--- src/rtl/spi_slave_shift.sv ---
`default_nettype none
// +----------------------------------------------------------------------------+
// | Module   : spi_slave_shift                                                 |
// | Purpose  : SPI target shift engine. Oversamples SCLK/SS_N/MOSI in the      |
// |            wb_clk_in domain, deserialises MOSI into rx_data and serialises |
// |            a single-entry TX buffer onto MISO. All CPOL/CPHA modes,        |
// |            MSB/LSB first, programmable character length.                   |
// | Options  : SPI_SLV_UNDERRUN_EN - enables the sticky tx_underrun flag.      |
// | Revision : 1.0 - initial release                                           |
// +----------------------------------------------------------------------------+
module spi_slave_shift #(
  parameter int CHAR_LEN = 32,
  parameter int LEN_BITS = 5
) (
  input  logic                wb_clk_in,
  input  logic                wb_rst,
  input  logic                sclk_pad,
  input  logic                ss_n_pad,
  input  logic                mosi_pad,
  output logic                miso,
  output logic                miso_oe,
  input  logic                cpol,
  input  logic                cpha,
  input  logic                lsb,
  input  logic [LEN_BITS-1:0] len,
  input  logic [CHAR_LEN-1:0] tx_data,
  input  logic                tx_load,
  output logic                tx_ready,
  output logic [CHAR_LEN-1:0] rx_data,
  output logic                rx_valid,
  output logic                busy,
  output logic                tx_underrun
);

  localparam logic [LEN_BITS:0] c_char_len = (LEN_BITS+1)'(CHAR_LEN);
  localparam logic [LEN_BITS:0] c_one      = (LEN_BITS+1)'(1);

  typedef enum logic [0:0] {
    S_IDLE   = 1'b0,
    S_ACTIVE = 1'b1
  } state_t;

  state_t r_state, w_state_next;
  logic   w_start, w_stop;

  logic r_sclk_s1, r_sclk_s2, r_sclk_d;
  logic r_ss_s1, r_ss_s2;
  logic r_mosi_s1, r_mosi_s2;

  logic                r_cpol, r_cpha, r_lsb;
  logic [LEN_BITS:0]   r_n;
  logic [LEN_BITS-1:0] r_bit_cnt;
  logic [CHAR_LEN-1:0] r_tx_shift, r_rx_shift, r_tx_buf;
  logic                r_tx_ready, r_rx_done;
  logic                r_miso, r_miso_oe, r_rx_valid;
  logic [CHAR_LEN-1:0] r_rx_data;

  logic w_rise, w_fall, w_lead, w_trail, w_sample, w_shift;
  logic w_active_run, w_last, w_char_end, w_consume, w_load_ok;
  logic [LEN_BITS:0]   w_n_in;
  logic [LEN_BITS-1:0] w_pos, w_pos0, w_pos0_in;
  logic [CHAR_LEN-1:0] w_tx_next, w_rx_next;

  // Bit position on the wire for a given bit count, MSB-first or LSB-first.
  function automatic logic [LEN_BITS-1:0] f_pos(input logic l,
                                                input logic [LEN_BITS:0] n,
                                                input logic [LEN_BITS-1:0] cnt);
    logic [LEN_BITS:0] t;
    t = n - {1'b0, cnt} - c_one;
    return l ? cnt : t[LEN_BITS-1:0];
  endfunction

  // Two-flop synchronisers on every pad plus a delayed SCLK copy for edge detect.
  always_ff @(posedge wb_clk_in or posedge wb_rst) begin
    if (wb_rst) begin
      r_sclk_s1 <= 1'b0;
      r_sclk_s2 <= 1'b0;
      r_sclk_d  <= 1'b0;
      r_ss_s1   <= 1'b1;
      r_ss_s2   <= 1'b1;
      r_mosi_s1 <= 1'b0;
      r_mosi_s2 <= 1'b0;
    end else begin
      r_sclk_s1 <= sclk_pad;
      r_sclk_s2 <= r_sclk_s1;
      r_sclk_d  <= r_sclk_s2;
      r_ss_s1   <= ss_n_pad;
      r_ss_s2   <= r_ss_s1;
      r_mosi_s1 <= mosi_pad;
      r_mosi_s2 <= r_mosi_s1;
    end
  end

  // Edge classification uses the configuration latched at selection.
  assign w_rise   = r_sclk_s2 & ~r_sclk_d;
  assign w_fall   = ~r_sclk_s2 & r_sclk_d;
  assign w_lead   = r_cpol ? w_fall : w_rise;
  assign w_trail  = r_cpol ? w_rise : w_fall;
  assign w_sample = r_cpha ? w_trail : w_lead;
  assign w_shift  = r_cpha ? w_lead : w_trail;

  assign w_n_in       = (len == '0) ? c_char_len : {1'b0, len};
  assign w_pos        = f_pos(r_lsb, r_n, r_bit_cnt);
  assign w_pos0       = f_pos(r_lsb, r_n, '0);
  assign w_pos0_in    = f_pos(lsb, w_n_in, '0);
  assign w_last       = ({1'b0, r_bit_cnt} == (r_n - c_one));
  assign w_active_run = (r_state == S_ACTIVE) & ~r_ss_s2;
  assign w_char_end   = w_active_run & w_sample & w_last;
  // An empty buffer at character start sends zeros.
  assign w_tx_next    = r_tx_ready ? '0 : r_tx_buf;
  assign w_consume    = w_start | w_char_end;
  assign w_load_ok    = tx_load & r_tx_ready & ~w_consume;

  // Receive word with the current MOSI bit merged in at its position.
  always_comb begin
    w_rx_next        = r_rx_shift;
    w_rx_next[w_pos] = r_mosi_s2;
  end

  // FSM state register.
  always_ff @(posedge wb_clk_in or posedge wb_rst) begin
    if (wb_rst) r_state <= S_IDLE;
    else        r_state <= w_state_next;
  end

  // FSM next state: select starts a frame, deselect ends it.
  always_comb begin
    w_state_next = r_state;
    w_start      = 1'b0;
    w_stop       = 1'b0;
    case (r_state)
      S_IDLE: begin
        if (!r_ss_s2) begin
          w_start      = 1'b1;
          w_state_next = S_ACTIVE;
        end
      end
      S_ACTIVE: begin
        if (r_ss_s2) begin
          w_stop       = 1'b1;
          w_state_next = S_IDLE;
        end
      end
      default: w_state_next = S_IDLE;
    endcase
  end

  // Shift datapath: config latch, MISO drive, MOSI capture and RX hand-off.
  always_ff @(posedge wb_clk_in or posedge wb_rst) begin
    if (wb_rst) begin
      r_cpol     <= 1'b0;
      r_cpha     <= 1'b0;
      r_lsb      <= 1'b0;
      r_n        <= c_char_len;
      r_bit_cnt  <= '0;
      r_tx_shift <= '0;
      r_rx_shift <= '0;
      r_rx_done  <= 1'b0;
      r_rx_data  <= '0;
      r_rx_valid <= 1'b0;
      r_miso     <= 1'b0;
      r_miso_oe  <= 1'b0;
    end else begin
      r_rx_valid <= 1'b0;
      // Completed character is published one cycle after its last sample.
      if (r_rx_done) begin
        r_rx_data  <= r_rx_shift;
        r_rx_valid <= 1'b1;
        r_rx_done  <= 1'b0;
        r_rx_shift <= '0;
      end
      if (w_start) begin
        r_cpol     <= cpol;
        r_cpha     <= cpha;
        r_lsb      <= lsb;
        r_n        <= w_n_in;
        r_bit_cnt  <= '0;
        r_miso_oe  <= 1'b1;
        r_tx_shift <= w_tx_next;
        r_rx_shift <= '0;
        r_miso     <= cpha ? 1'b0 : w_tx_next[w_pos0_in];
      end else if (w_stop) begin
        r_miso_oe <= 1'b0;
        r_miso    <= 1'b0;
      end else if (w_active_run) begin
        if (w_shift) r_miso <= r_tx_shift[w_pos];
        if (w_sample) begin
          r_rx_shift <= w_rx_next;
          if (w_last) begin
            r_bit_cnt  <= '0;
            r_rx_done  <= 1'b1;
            r_tx_shift <= w_tx_next;
            if (!r_cpha) r_miso <= w_tx_next[w_pos0];
          end else begin
            r_bit_cnt <= r_bit_cnt + 1'b1;
          end
        end
      end
    end
  end

  // Single-entry TX buffer; a consume in the same cycle drops a load.
  always_ff @(posedge wb_clk_in or posedge wb_rst) begin
    if (wb_rst) begin
      r_tx_buf   <= '0;
      r_tx_ready <= 1'b1;
    end else if (w_consume) begin
      r_tx_ready <= 1'b1;
    end else if (w_load_ok) begin
      r_tx_buf   <= tx_data;
      r_tx_ready <= 1'b0;
    end
  end

`ifdef SPI_SLV_UNDERRUN_EN
  logic r_tx_underrun;

  // Sticky underrun: set when a character starts empty, cleared by a load.
  always_ff @(posedge wb_clk_in or posedge wb_rst) begin
    if (wb_rst)                      r_tx_underrun <= 1'b0;
    else if (w_consume & r_tx_ready) r_tx_underrun <= 1'b1;
    else if (w_load_ok)              r_tx_underrun <= 1'b0;
  end

  assign tx_underrun = r_tx_underrun;
`else
  assign tx_underrun = 1'b0;
`endif

  assign miso     = r_miso;
  assign miso_oe  = r_miso_oe;
  assign tx_ready = r_tx_ready;
  assign rx_data  = r_rx_data;
  assign rx_valid = r_rx_valid;
  assign busy     = (r_state == S_ACTIVE);

endmodule
`default_nettype wire

--- config.mk ---
export PLATFORM = sky130hd
export DESIGN_NAME = spi_slave_shift
export DESIGN_NICKNAME = d
export VERILOG_FILES = /design/src/rtl/spi_slave_shift.sv
export SDC_FILE = /design/constraint.sdc
export NUM_CORES = 1
export LEC_CHECK = 0
export BUFFER_PORTS_ARGS = -buffer_cell sky130_fd_sc_hd__buf_2
export CAP_MARGIN = 20
export CORE_MARGIN = 1.5
export CORE_UTILIZATION = 60
export CTS_BUF_LIST = sky130_fd_sc_hd__clkbuf_8 sky130_fd_sc_hd__clkbuf_16
export DETAILED_ROUTE_END_ITERATION = 7
export PLACE_DENSITY = 0.78
export SYNTH_ARGS = -nofsm -noshare
export SYNTH_HDL_FRONTEND = slang
export SYNTH_SLANG_ARGS = --single-unit
--- constraint.sdc ---
create_clock -name wb_clk_in -period 5.65 [get_ports wb_clk_in]
set_clock_uncertainty 0.15 [all_clocks]
set_input_delay 0.8475 -clock wb_clk_in [delete_from_list [all_inputs] [get_ports wb_clk_in]]
set_output_delay 0.8475 -clock wb_clk_in [all_outputs]
set_load 0.03 [all_outputs]
==> results.toml <==
[worst_setup_path]
r2r-start = "r_n[0]$_DFFE_PP0P_"
required_ns = 5.81
r2r_slack_ns = 1.79
cp-end-kind = "register"
critPathLaunch = "r_n[0]$_DFFE_PP0P_"
worstPathMaxFanout = 32
cp-start-kind = "register"
cp.arrival_ns = 4.02
worst-setup-path-type = "register to register"

[pwr]
power_density_nw_per_um2 = 409
power.total_mw = 3.93
p_leak_nw = 4.21
vdd_drop_max_uv = 230

[floorplan]
dieArea_um2 = 15000
die_x_um = 122
start_util_pct = 61.7
rows = 43
die_y_um = 122
pin_count = 84
core_area_um2 = 13900

[synth]
yosys_register_bits = 155
synth_area_um2 = 8560
synth-edff-count = 0
ys_seq_area_share_pct = 45.4
synthCells = 761
synth_cell_type_count = 65
synthArstFlopShare_pct = 100
ys_warn_count = 0
syn_nets = 819
syn_area_per_cell_um2 = 11.3
synthFlopType = "dfrtp_1"

[cells_and_area]
nFillCells = 1014
num-nets-final = 870
syn_to_final_growth_pct = 12.2
final_common_cell = "dfrtp_1"
final_layout_size_suffix_gt1_share_pct = 31.3
fin_cells = 1003
final_cell_mix = "150 x dfrtp_1, 86 x mux2_2, 82 x buf_2"
diodes = 0

[detailed_routing]
drt-total-wl_um = 20600
drt_iter0_markers = 723
drc = 0
ant_nets = 0
vias_per_cell = 6.50
dr.pass1.iters = 5
route.detailed.wl_per_inst_um = 20.5
vias = 6520

[placement]
placedCellCount = 973
gp_congestion = 0.948
dp_hpwl_um = 13800
port_buffers = 82

[clock_network]
cts_root_buf = "clkbuf_16"
cts.sinks = 155
post_cts_buffers = 0
cts_max_path_buffers = 2
cts-resized-gates = 0
cts_buffers = 17
postCtsHoldBufs = 0
h-tree-depth = 4
cts_tree = "done"
clock_latency_ns = 0.44
path_clk_slew_ns = 0.06

[timing]
hold_slack_ns = 0.205
timing.setup.tns_ns = 0
fin_crit_ns = 3.86
grt_setup_unrepaired = "no"
hold_violations = 0
relSlewSlack_pct = 29.1
fmax_mhz = 259
drv_slew = 0
setup_viol = 0
tightestPinTransition_ns = 1.06
timing.final.crit_share_pct = 68.3

[worst_hold_path]
timing.hold.worst.start = "r_ss_s1$_DFF_PP1_"
holdCritPathClass = "register to register"

[global_routing]
track_usage_pct = 29.2
grt_max_degree = 91
antenna_found_initial = 0
grt.overflow.total = 0
grt_pass1_wl_um = 33400
grt_pass1_vias = 6516

[status]
status = "completed"

[flow_run]
maxCapViolations = 0
==> path summary, 6_finish.rpt <==
kind,endpoint,cells after the start
setup reg to reg,r_tx_buf[4]$_DFFE_PP0P_,8
hold / removal,r_ss_s2$_DFF_PP1_,0
max in group asynchronous,r_sclk_s2$_DFF_PP0_,3
min in group asynchronous,rx_data[22]$_DFFE_PP0P_,2
hold reg to reg,r_ss_s2$_DFF_PP1_,0
setup / recovery,r_tx_buf[4]$_DFFE_PP0P_,8
==> metal layers <==
metal	GRT usage, %	part of all wire [%]	wire length [µm]
met1	36.6	41	8440
met2	47.3	50	10200
met3	6.32	5.7	1160
met4	15.5	3.7	758
met5	0	0	0
==> metrics by stage <==
| step | area (µm²) | setup WS (ns) | util [%] |
|---|---|---|---|
| 6_report | 9600 | 1.79 | 69.2 |
| 5_1_grt | 9600 | 1.52 | 69.2 |
| 4_1_cts | 9600 | 1.82 | 69.2 |
| 3_5_place_dp | 8940 | 1.86 | 64.4 |
| 3_3_place_gp | 8940 | 2.00 | 64.4 |
| 2_1_floorplan | 8560 | 0.481 | - |
==> logic make-up after synthesis <==
| group | synth area share [%] |
|---|---|
| buffers and inverters | 4.38 |
| AO/OA/AOI/OAI | 15.9 |
| adder cells (fa/ha/maj) | 1.84 |
| other | 0.0438 |
| XOR/XNOR | 1.62 |
| flip-flops | 45.4 |
| AND/OR/NAND/NOR | 10.8 |
| multiplexers | 20.1 |
==> critical path: stages, from the launching register on <==
cell and delay [ns]:
dfrtp_1 0.54, inv_1 0.27, ha_1 0.74, xnor2_1 0.13
or3_4 0.35, nor4_4 0.38, a21oi_2 0.13, and3_2 0.58
mux2_4 0.44
==> area by class of cell <==
type                    instances  area, µm²  share of cell area [%]
clock buffers                  18        439                    4.57
clock inverters                12        221                    2.31
inverters                      20       80.1                   0.834
multi-input cells             531       4310                    44.8
flip-flops and latches        155       3880                    40.5
well taps                     180        225                    2.34
repair buffers                 87        448                    4.66
==> cell usage after synthesis (4+ instances only) <==
master / n / area (µm²)
dfrtp_1: 151 / 3780
mux2_2: 86 / 968
clkbuf_1: 42 / 158
o21ai_0: 38 / 190
nor2b_1: 36 / 225
nor2_1: 34 / 128
nand2_1: 33 / 124
a21oi_1: 32 / 160
mux2_4: 30 / 450
o22ai_1: 24 / 150
inv_1: 20 / 75.1
o2bb2ai_1: 18 / 158
nor3_1: 17 / 85.1
o211ai_1: 14 / 105
a22oi_1: 13 / 97.6
mux2i_1: 12 / 120
ha_1: 11 / 138
xnor2_1: 11 / 96.3
o22a_1: 10 / 87.6
mux4_2: 8 / 180
nand3_1: 8 / 40.0
o32a_1: 8 / 80.1
and3_1: 7 / 43.8
a32oi_1: 6 / 52.6
a221oi_1: 5 / 43.8
buf_6: 5 / 56.3
nand4b_1: 5 / 43.8
nor3b_1: 5 / 37.5
or3_1: 5 / 31.3
a31oi_1: 4 / 25.0
dfstp_2: 4 / 105
o221ai_1: 4 / 35.0
==> state kept, by name (all words and copies together) (netlist names), 5 cells and up <==
name / count
r_bit_cnt: 5
r_n: 6
r_rx_shift: 32
r_tx_buf: 32
r_tx_shift: 32
rx_data: 32
==> power breakdown <==
part           switching, mW  internal [mW]  total [mW]
clock                  0.447          0.833        1.28
sequential             0.220           1.31        1.53
combinational          0.610          0.508        1.12
Note: power is estimated with default switching activity, not from simulation.
